--- src/rtl/sw_ctrl.sv ---
// ---------------------------------------------------------------------------
// sw_ctrl -- job sequencer for a Smith-Waterman style systolic PE array.
//
// A job streams S_LEN query symbols into the S register array, then T_LEN
// database symbols into the T register array while the PE array computes,
// then flushes the array for DRAIN_LEN cycles and latches the array's
// running maximum as the job result.
//
// Optional feature (macro SW_CTRL_PERF_EN):
//   When defined, an extra output cycle_cnt counts the cycles of the job.
//   When undefined, that port and its logic do not exist.
//
// Parameters:
//   S_LEN      query symbols per job      (1..1023)
//   T_LEN      database symbols per job   (1..1023)
//   DRAIN_LEN  PE flush cycles after the last database symbol (1..1023)
//
// Ports:
//   clk         single clock, rising edge
//   reset       asynchronous, active-low reset
//   valid       host symbol strobe
//   data_s      query symbol from host
//   data_t      database symbol from host
//   max_in      running maximum score from the PE array
//   s_shift_en  shift strobe to the S register array
//   s_out       query symbol to the S register array
//   t_shift_en  shift strobe to the T register array
//   t_out       database symbol to the T register array
//   pe_enable   PE array compute enable
//   pe_clear    one-cycle PE score/max clear at the start of a job
//   busy        high while a job is in LOAD_S, RUN or DRAIN
//   finish      high for every DONE cycle; max holds the result
//   max         job result, latched when DRAIN ends
//   cycle_cnt   (SW_CTRL_PERF_EN only) job cycle counter, saturating
//   state_dbg   current FSM state encoding, for checkers and debug
// ---------------------------------------------------------------------------
module sw_ctrl #(
  parameter int S_LEN     = 128,
  parameter int T_LEN     = 512,
  parameter int DRAIN_LEN = 128
) (
  input  logic        clk,
  input  logic        reset,
  input  logic        valid,
  input  logic [1:0]  data_s,
  input  logic [1:0]  data_t,
  input  logic [11:0] max_in,
  output logic        s_shift_en,
  output logic [1:0]  s_out,
  output logic        t_shift_en,
  output logic [1:0]  t_out,
  output logic        pe_enable,
  output logic        pe_clear,
  output logic        busy,
  output logic        finish,
  output logic [11:0] max,
`ifdef SW_CTRL_PERF_EN
  output logic [15:0] cycle_cnt,
`endif
  output logic [2:0]  state_dbg
);

  // -------------------------------------------------------------------------
  // Host interface: there is no back-pressure. A symbol is consumed in every
  // cycle where valid is high and the FSM is in IDLE, LOAD_S, RUN or DONE.
  // In DRAIN valid is ignored and the symbol is dropped. In LOAD_S and RUN a
  // low valid is a stall: state and counter hold and no strobe fires.
  // -------------------------------------------------------------------------

  typedef enum logic [2:0] {
    IDLE   = 3'd0,
    LOAD_S = 3'd1,
    RUN    = 3'd2,
    DRAIN  = 3'd3,
    DONE   = 3'd4
  } state_t;

  // Terminal counts, truncated to the 10-bit counter width.
  localparam logic [9:0] S_LAST = S_LEN[9:0];
  localparam logic [9:0] T_LAST = T_LEN[9:0];
  localparam logic [9:0] D_LAST = DRAIN_LEN[9:0];

  state_t      state;
  logic [9:0]  count;
  logic [9:0]  count_inc;
  logic        start_state;   // IDLE or DONE: a valid here starts a new job

  assign count_inc   = count + 10'd1;
  assign start_state = (state == IDLE) || (state == DONE);

  // -------------------------------------------------------------------------
  // Combinational strobes. They follow valid in the same cycle so the
  // register arrays shift the symbol the host is presenting right now.
  // Every strobe is gated with reset so nothing fires while reset is low,
  // even though the host may still be driving valid.
  // -------------------------------------------------------------------------
  assign s_out      = data_s;
  assign t_out      = data_t;

  assign s_shift_en = reset && valid && (start_state || (state == LOAD_S));
  assign t_shift_en = reset && valid && (state == RUN);
  assign pe_clear   = reset && valid && start_state;

  // RUN computes only on cycles that bring a new database symbol; DRAIN
  // runs the array free to push the last symbols through the pipeline.
  assign pe_enable  = reset && (((state == RUN) && valid) || (state == DRAIN));

  // busy is decoded from the state register alone, so it behaves as a
  // registered output and is low in the cycle that first accepts a job.
  assign busy       = (state == LOAD_S) || (state == RUN) || (state == DRAIN);

  assign state_dbg  = state;

  // -------------------------------------------------------------------------
  // Main FSM. One 10-bit counter is shared by all phases: it counts query
  // symbols in LOAD_S, database symbols in RUN and flush cycles in DRAIN,
  // and is returned to zero at every phase boundary.
  //
  // The first query symbol is consumed in IDLE/DONE, so LOAD_S starts with
  // the counter already at 1. With S_LEN == 1 that first symbol completes
  // the query, so the FSM goes straight to RUN with the counter at 0.
  //
  // max is cleared at the start of a job (the same cycle pe_clear clears
  // the PE array) and loaded from max_in on the DRAIN->DONE edge, so a
  // reset or a new job can never expose a stale or partial result.
  // finish is set on entry to DONE and cleared on leaving it.
  // -------------------------------------------------------------------------
  always_ff @(posedge clk or negedge reset) begin
    if (!reset) begin
      state  <= IDLE;
      count  <= '0;
      max    <= '0;
      finish <= 1'b0;
    end else begin
      case (state)
        IDLE, DONE: begin
          if (valid) begin
            finish <= 1'b0;
            max    <= '0;
            if (S_LEN == 1) begin
              count <= '0;
              state <= RUN;
            end else begin
              count <= 10'd1;
              state <= LOAD_S;
            end
          end
        end

        LOAD_S: begin
          if (valid) begin
            if (count_inc == S_LAST) begin
              count <= '0;
              state <= RUN;
            end else begin
              count <= count_inc;
            end
          end
        end

        RUN: begin
          if (valid) begin
            if (count_inc == T_LAST) begin
              count <= '0;
              state <= DRAIN;
            end else begin
              count <= count_inc;
            end
          end
        end

        DRAIN: begin
          // Counts every cycle regardless of valid; the last flush cycle is
          // the one where the incremented count reaches DRAIN_LEN.
          if (count_inc == D_LAST) begin
            count  <= '0;
            state  <= DONE;
            max    <= max_in;
            finish <= 1'b1;
          end else begin
            count <= count_inc;
          end
        end

        default: begin
          state  <= IDLE;
          count  <= '0;
          finish <= 1'b0;
        end
      endcase
    end
  end

`ifdef SW_CTRL_PERF_EN
  // -------------------------------------------------------------------------
  // Job cycle counter. The cycle that starts a job (pe_clear) already
  // consumes the first query symbol, so the count restarts at 1 rather
  // than 0; every following busy cycle adds one. Outside a job (IDLE,
  // DONE) the value holds so the host can read it alongside the result.
  // -------------------------------------------------------------------------
  always_ff @(posedge clk or negedge reset) begin
    if (!reset) begin
      cycle_cnt <= '0;
    end else if (pe_clear) begin
      cycle_cnt <= 16'd1;
    end else if (busy && (cycle_cnt != 16'hFFFF)) begin
      cycle_cnt <= cycle_cnt + 16'd1;
    end
  end
`endif

endmodule
--- config.mk ---
export PLATFORM = sky130hd
export DESIGN_NAME = sw_ctrl
export DESIGN_NICKNAME = d
export VERILOG_FILES = /design/src/rtl/sw_ctrl.sv
export SDC_FILE = /design/constraint.sdc
export NUM_CORES = 1
export LEC_CHECK = 0
export ABC_AREA = 1
export CAP_MARGIN = 20
export CORE_UTILIZATION = 43
export DETAILED_ROUTE_END_ITERATION = 12
export GPL_ROUTABILITY_DRIVEN = 0
export GPL_TIMING_DRIVEN = 0
export PLACE_DENSITY = 0.75
export SYNTH_ARGS = -nofsm -noshare
export SYNTH_HDL_FRONTEND = slang
export SYNTH_SLANG_ARGS = --single-unit
--- constraint.sdc ---
create_clock -name clk -period 1.65 [get_ports clk]
set_input_delay 0.2475 -clock clk [delete_from_list [all_inputs] [get_ports clk]]
set_output_delay 0.2475 -clock clk [all_outputs]
set_load 0.02 [all_outputs]
Word-level counts from Yosys, hierarchy flattened
Index checks and enable logic that the tools add are counted.
- logic and storage cells: 56
- bits of input ports: 19
- register bits after elaboration: 26
- add/sub/neg operators: 1
- reduce and logical (&&, ||, !) cells: 19
- equality and inequality tests: 12
- bitwise gates (word level): 1
- muxes and demuxes: 19
- operators by type and width (cell ; number):
    $mux 10 ; 5
    $pmux 10 s4 ; 1
    $mux 12 ; 2
    $pmux 12 s2 ; 1
    $mux 3 ; 6
    $pmux 3 s4 ; 1
    $add 10x1->10 const B ; 1
    $eq 10x10->1 const B ; 1
    $eq 10x8->1 const B ; 1
    $reduce_and 3->1 ; 3
    $eq 3x2->1 const B ; 2
    $logic_and 1x1->1 ; 6
    $ne 2x1->1 const B ; 3
    $ne 2x2->1 const B ; 3
    $reduce_and 6->1 ; 1
    $logic_or 1x1->1 ; 5
    $reduce_or 2->1 ; 2
    $eq 3x1->1 const B ; 1
    $eq 3x3->1 const B ; 1
    $logic_not 3->1 ; 1
    $pmux 1 s3 ; 1
    $mux 1 ; 2
    $reduce_bool 2->1 ; 1
    $not 1->1 ; 1

Logic depth before layout (Yosys ltp)
- word-level depth: 5
- depth in mapped cells: 14
- mapped depth without buffers: 14

Least setup slack after synthesis
OpenSTA, ideal clock, no wires.
- path kind: flip-flop to flip-flop
- from: reg count[0]
- to: reg state[2] (netlist: state_dbg[2])
- arrival: 1.705 ns
- period minus slack after synthesis: 1.823 ns
- slack: -0.173 ns
- stages on the path, launching flop included: 14
- cells stage by stage: dfrtp_1 ha_1 nand2_2 clkinv_2 nand3_1 nand2_1 nor2_1 nand3_1 o21bai_2 nand2_1 nor2_2 nand2_2 nand2_1 nand2_1
- cells in the longest elaborated chain, start to end: 4
- elaborated cells between the ends (all ways): 7
- those cells by class: add/sub: 1; eq/ne: 5; reduce/logical: 1
- ends and longest elaborated chain (element ; line ; source):
    start, declared ; 84 ; logic [9:0] count;
    start signal, assigned ; 156 ; count <= count_inc;
    start signal, assigned ; 167 ; count <= count_inc;
    start signal, assigned ; 181 ; count <= count_inc;
    $add 10x1->10 * ; 88 ; assign count_inc = count + 10'd1;
    $eq 10x8->1 or $eq 10x10->1 (tied branches) ; 152, 175, 163 ;
    $ne 2x1->1 (no source line) ; -- ;
    $reduce_and 6->1 (no source line) * ; -- ;
    end signal, assigned ; 154 ; state <= RUN;
    end signal, assigned ; 177 ; state <= DONE;
    end signal, assigned ; 186 ; state <= IDLE;
    end, declared ; 83 ; state_t state;
Mark *: on every way between the ends. The rest lies on a longest branch, timed or not.
A chain may end at the register's enable or synchronous reset.

Final worst setup path
- from: reg count[1]
- to: reg max[5]
- cells in the longest elaborated chain, start to end: 4
- ends and longest elaborated chain (element ; line ; source):
    $add 10x1->10 ; 88 ;
    $eq 10x8->1 ; 175 ; if (count_inc == D_LAST) begin
    $ne 2x1->1 (no source line) ; -- ;
    $reduce_and 3->1 (no source line) ; -- ;
    end signal, assigned ; 178 ; max <= max_in;
    end, declared ; 56 ; output logic [11:0] max,
Every way passes these cells.

==> qor.tcl <==
set qor(drt_pass1_iterations) 4
set qor(number_of_endpoints_failing_setup_at_the_final_stage) 27
set qor(synth.avg_cell_area_um2) 7.58
set qor(dominant_combinational_cell_family_by_area_after_synthesis) {simple AND/OR/NAND/NOR gates}
set qor(power.switching_uw) 1260
set qor(status) {finished with violations}
set qor(fmaxAchievable_mhz) 518
set qor(cp-end-kind) {register}
set qor(critPathTopFamily) {simple AND/OR/NAND/NOR gates}
set qor(slew-limit-headroom) 0.768
set qor(synth_compound_gate_area_share) 0.115
set qor(yosysSeqAreaShare) 0.396
set qor(synth_fa_ha_area_frac) 0.00761
set qor(regToRegSetupSlack_ps) -280
set qor(nFillCells) 264
set qor(synth_area_leaders) {sky130_fd_sc_hd__dfrtp_1 (40%), sky130_fd_sc_hd__nand2_1 (10%), sky130_fd_sc_hd__nand3_1 (8.5%)}
set qor(cp_cell_sequence) {buf_6, nand2_4, nor2_4, nand2_1, nand2_1, nand2_2, nor2_4, nand3_2, nor2_4, nand3_4, clkbuf_16, nand3_2, o21ai_2}
set qor(power.switching_fraction) 0.434
set qor(clockBufferDepth) 2
set qor(timing.reg2reg.worst_path_depth) 13
set qor(num_antenna_cells) 0
set qor(synth-warning-count) 0
set qor(initial_core_util) 0.449
set qor(cts_root_buf) {sky130_fd_sc_hd__clkbuf_8}
set qor(worst_path_most_repeated_cell) {sky130_fd_sc_hd__nor2_4}
set qor(crit_path_max_fanout) 5
set qor(vias_per_cell) 5.07
set qor(detailedPlacementHpwl_mm) 2.70
set qor(dp_slack_ps) -720
set qor(synth_cells) 217
set qor(standby_leakage_power_uw) 0.00124
set qor(antenna_found_initial) 0
set qor(detailedRoute.firstIterationViolations) 110
set qor(ir_worst_vdd_uv) 732
set qor(p_clk_frac) 0.188
set qor(slowest_delay_ps) 430
set qor(crit_arrival_ps) 2110
set qor(worstPathBufferInverterCount) 2
set qor(synth_cell_types) 24
set qor(worstSetupStartpointType) {register}
set qor(cts-buffers-inserted) 3
set qor(worst_r2r_endpoint) {max[5]}
set qor(chipWidth_um) 63.8
set qor(post-route-min-period_ps) 1930
set qor(clk-insertion-delay-late_ps) 280
set qor(maxSlewViolCount) 0
set qor(antenna_left) 0
set qor(hold_class) {primary input to asynchronous set/reset pin}
set qor(num-nets-final) 306
set qor(route.final.wire_length_mm) 4.56
set qor(yosysTopAreaCellShare) 0.396
set qor(crit_start) {count[1]}
set qor(layout_cells_sized_above_1) 0.414
set qor(layout.cells.most_common_list) {sky130_fd_sc_hd__nand2_1 (37), sky130_fd_sc_hd__clkdlybuf4s50_1 (31), sky130_fd_sc_hd__inv_1 (30)}
set qor(power.share.combinational) 0.529
set qor(floorplan.die_area_um2) 4070
set qor(rr_startpoint) {count[1]}
set qor(rows) 22
set qor(required_ps) 1830
set qor(number_of_global_route_vias_before_repair) 1454
set qor(route.detailed.drc) 0
set qor(library_cell_occupying_the_most_area_in_the_post_synthesis_netlist) {sky130_fd_sc_hd__dfrtp_1}
set qor(holdWs_ps) 85.3
set qor(grt_use_total) 0.201
set qor(avgRoutedWirePerCell_um) 13.7
set qor(post_synth_instance_area_um2) 1640
set qor(timing.final.crit_share) 1.17
set qor(area_growth_syn_to_layout_pct) 59.1
set qor(power_frac_seq) 0.283
set qor(tritoncts_num_sinks) 26
set qor(core_region_area_um2) 3660
set qor(dpl_cell_area_um2) 2150
set qor(parity_gate_share_of_the_synthesized_area_counting_xor_and_xnor_cells) 0
set qor(cp_slowest_cell) {sky130_fd_sc_hd__dfrtp_1}
set qor(synth_simple_gate_area_share) 0.359
set qor(layout.cells.most_common) {sky130_fd_sc_hd__nand2_1}
set qor(ys_seq_elements) 26
set qor(clock_tree.htree_level_count) 1
set qor(rsz0062_at_grt) {true}
set qor(crit_type) {register to register}
set qor(synthesis.nets) 237
set qor(finalWorstSetupSlack_ps) -279
set qor(drv.max_cap_violation_count) 0
set qor(slew_of_the_pin_with_the_lowest_slew_margin_ps) 346
set qor(placement.io_buffers) 39
set qor(p_int_uw) 1640
set qor(synthMuxAreaShare) 0
set qor(routed_via_count) 1689
set qor(io-pin-count) 44
set qor(grt_remaining_overflow) 0
set qor(cts_tree) {yes}
set qor(grt_first_pass_wirelength_mm) 6.57
set qor(clkSlewWorstSetupHoldPaths_ps) 100
set qor(clock_skew_ps) 8.72
set qor(die_h_um) 63.8
set qor(grt_start_max_net_pins) 21
set qor(violated_checks) {negative setup slack}
set qor(hold_violations) 0
set qor(pwr_density_cell_nw_per_um2) 1110
set qor(design_area_um2) 2620
[worst max-delay path by stage]
| stage | endpoint | slack [ps] | depth (start not counted) |
|---|---|---|---|
| floorplan | max[3] | -130 | 13 |
| global placement | s_shift_en | -1390 | 6 |
| detailed placement | s_shift_en | -720 | 6 |
| CTS | state_dbg[0] | -230 | 13 |
| global route | state_dbg[1] | -390 | 12 |
| finish | max[5] | -280 | 13 |
[per-layer routing]
metal	wire length [µm]	share of wire	track usage	up-vias
met1	1810	0.40	0.252	804
met4	121	0.027	0.0341	0
li1	-	-	-	831
met2	2440	0.53	0.354	42
met3	192	0.042	0.0464	12
met5	0	0	0	-
[power by group through the flow]
stage	clock, µW	sequential, µW	combinational [µW]
2_1_floorplan	0	821	715
3_3_place_gp	0	809	1070
3_5_place_dp	0	810	1080
4_1_cts	556	806	1260
5_1_grt	578	834	1670
6_report	547	821	1530
[timing repair]
| item | in CTS | in global routing |
|---|---|---|
| endpoints found under the setup margin | 30 | 30 |
| gates resized for setup | 47 | 37 |
| endpoints found under the hold margin | 6 | 0 |
| hold buffers | 1 | 0 |
| setup buffers | 8 | 13 |
| gates cloned | 0 | 2 |
| pin swaps | 14 | 14 |
[sequential cells by signal, indices dropped and copies added (netlist names)]
name       cells
max           12
count         10
state_dbg      3
finish         1
[synth_stat cells]
| library cell | n |
|---|---|
| sky130_fd_sc_hd__buf_6 | 2 |
| sky130_fd_sc_hd__o21bai_2 | 1 |
| sky130_fd_sc_hd__nor2_1 | 19 |
| sky130_fd_sc_hd__clkinv_2 | 1 |
| sky130_fd_sc_hd__buf_4 | 4 |
| sky130_fd_sc_hd__nor2_2 | 5 |
| sky130_fd_sc_hd__inv_2 | 4 |
| sky130_fd_sc_hd__o21bai_1 | 1 |
| sky130_fd_sc_hd__o21ai_1 | 2 |
| sky130_fd_sc_hd__nand3_1 | 28 |
| sky130_fd_sc_hd__nand3_2 | 8 |
| sky130_fd_sc_hd__dfrtp_1 | 26 |
| sky130_fd_sc_hd__inv_1 | 33 |
| sky130_fd_sc_hd__nor3_1 | 3 |
| sky130_fd_sc_hd__ha_1 | 1 |
| sky130_fd_sc_hd__buf_2 | 1 |
| sky130_fd_sc_hd__nand3_4 | 1 |
| sky130_fd_sc_hd__a21oi_1 | 2 |
| sky130_fd_sc_hd__nand2_2 | 5 |
| sky130_fd_sc_hd__nand2_1 | 45 |
| sky130_fd_sc_hd__o21ai_0 | 9 |
| sky130_fd_sc_hd__o21ai_2 | 12 |
| sky130_fd_sc_hd__nor2_4 | 2 |
| sky130_fd_sc_hd__nand4_1 | 2 |
[worst register-to-register path: cells and delay by family, from the launching register on]
kind,cells,cell delay (ps)
AND/OR/NAND/NOR,10,1020
flip-flops,1,430
buffers and inverters,2,340
AO/OA/AOI/OAI,1,50
[cells by family after synthesis]
kind of cell	Yosys count
AND/OR/NAND/NOR	118
buffers and inverters	45
AO/OA/AOI/OAI	27
flip-flops	26
adder cells (fa/ha/maj)	1
[metrics by stage]
stage	setup TNS (ps)	power [µW]	utilization	cells
CTS	-4520	2620	0.648	318
floorplan	-2020	1540	-	217
global route	-8710	3080	0.714	333
global placement	-16320	1880	0.579	304
detailed placement	-10320	1890	0.586	305
finish	-5900	2900	0.714	333
[area by class of cell]
class	count	area, µm²	area share
inverter	38	153	0.0584
buffer	7	61.3	0.0234
tap	48	60.1	0.0230
sequential	26	658	0.252
clock inverter	1	30.0	0.0115
clock buffer	3	41.3	0.0158
timing repair buffer	63	597	0.228
multi-input combinational	147	1010	0.388
No activity file was read; power rests on OpenSTA's default activity.
==> variant: new RTL, config.mk and constraints unchanged <==
Add a define of `SW_CTRL_PERF_EN`.
--- a/src/rtl/sw_ctrl.sv
+++ b/src/rtl/sw_ctrl.sv
@@ -36,2 +36,4 @@
 // ---------------------------------------------------------------------------
+`define SW_CTRL_PERF_EN
+
 module sw_ctrl #(
Function (old outputs only; new: cycle_cnt): kept (Yosys induction, for registers that start in step).
==> variant against the original RTL <==
Sequential cell count increased by 16; non-clock buffer count up 31; die area is 41% higher; cell area rose by 47%; largest power group unchanged; worst hold slack got worse by 0.088 ns; global-route usage up 2.1 points; worst setup slack got worse by 0.060 ns; synthesized cell count up 48%; cell count up 48%; area after synthesis rose by 43%; the flow finishes with violations (hold timing, setup timing); largest cell class unchanged; wire length rose by 63%; power grew 70%; fmax is 3.0% lower.
==> variant: results (changes against the original RTL) <==
[timing]
timing.final.ws_setup_ns = -0.339  ; was -0.279 ns
tightest_slew_ns = 0.530  ; was 0.346 ns
hold_viol_final = 4  ; was 0
hold_ws_ns = -0.00285  ; was 0.0853 ns
setup_viol = 27  ; unchanged

[final_layout]
final_nets = 442  ; was 306
drive_above_1_share_pct = 37.2  ; was 41.4%

[route]
m1WireLength_um = 2930  ; was 1810 um
wl_um = 7430  ; was 4560 um
met2_length_um = 3820  ; was 2440 um
num_vias = 2630  ; was 1689

[synthesis]
synth_seq_area_share_pct = 44.8  ; was 39.6%
avgSynthCellArea_um2 = 7.29  ; was 7.58 um^2
synth_nets = 343  ; was 237
synth_area_leaders = dfrtp_1 45%, nand2_1 15%, nand3_1 7.9%, nor2_1 5.9%, inv_1 5.8%  ; was dfrtp_1 40%, nand2_1 10%, nand3_1 8.5%, inv_1 7.5%, o21ai_2 6.4%

[status]
violations = hold timing, setup timing  ; was setup timing
status = finished with violations  ; unchanged

[global_routing]
grt_pass1_vias = 2253  ; was 1454
grt_pass1_wl_um = 10300  ; was 6570 um
grt_usage_pct = 22.2  ; was 20.1%
grt_max_degree = 32  ; was 21

[placement]
placed_cell_area_um2 = 3040  ; was 2150 um^2
hpwl_um = 4180  ; was 2700 um

[clock_network]
numCtsBuffers = 5  ; was 3
clk_pin_slew_ns = 0.08  ; was 0.10 ns

variant: cell count changes after synthesis, sizes merged, moves of 4 or more:
cell / unedited run / this run
dfrtp: 26 / 42
nand4: 2 / 6
a21oi: 2 / 10
nand2: 50 / 93
nor2: 26 / 44
variant: final cells by class:
class | instances | area [um^2]
plain buffers | 9 | 76.3
clock buffers | 7 | 76.3
clock inverters | 1 | 30.0
fillers | 345 | 1340
inverters | 38 | 150
multi-input cells | 233 | 1470
flip-flops and latches | 42 | 1060
well taps | 70 | 87.6
repair buffers | 92 | 888
variant: kinds of logic (layout without fill, tap and decap cells):
logic type | Yosys count | after routing | share of synthesized area (%)
flops | 42 | 42 | 44.8
simple gates | 190 | 190 | 36.0
fa+ha+maj | 2 | 2 | 1.07
xor+xnor | 1 | 1 | 0.373
buf+inv | 47 | 147 | 8.68
compound gates | 40 | 40 | 9.16
variant: repair_timing:
| item | in CTS | in global routing |
|---|---|---|
| endpoints found under the setup margin | 40 | 50 |
| gates cloned | 0 | 1 |
| gates resized for setup | 49 | 110 |
| hold buffers | 2 | 0 |
| pin swaps | 8 | 31 |
| hold endpoints to repair | 11 | 0 |
| buffers inserted | 10 | 23 |
variant: routing by layer:
metal / global-route usage (%) / vias to the layer above
met5: 0 / -
met1: 28.1 / 1250
li1: - / 1234
met4: 9.23 / 0
met2: 36.8 / 116
met3: 4.82 / 30
variant: worst paths after layout:
path	to	slack, ns	cells after the start
worst max register to register	max[4]$_DFFE_PN0P_	-0.34	13
worst min register to register	finish$_DFFE_PN0P_	0.48	2
worst max-delay path	max[4]$_DFFE_PN0P_	-0.34	13
min in group clk	finish$_DFFE_PN0P_	0.48	2
worst min-delay path	count[6]$_DFFE_PN0P_	-0.003	3
max in group asynchronous	cycle_cnt[0]$_DFFE_PN0P_	0.78	2
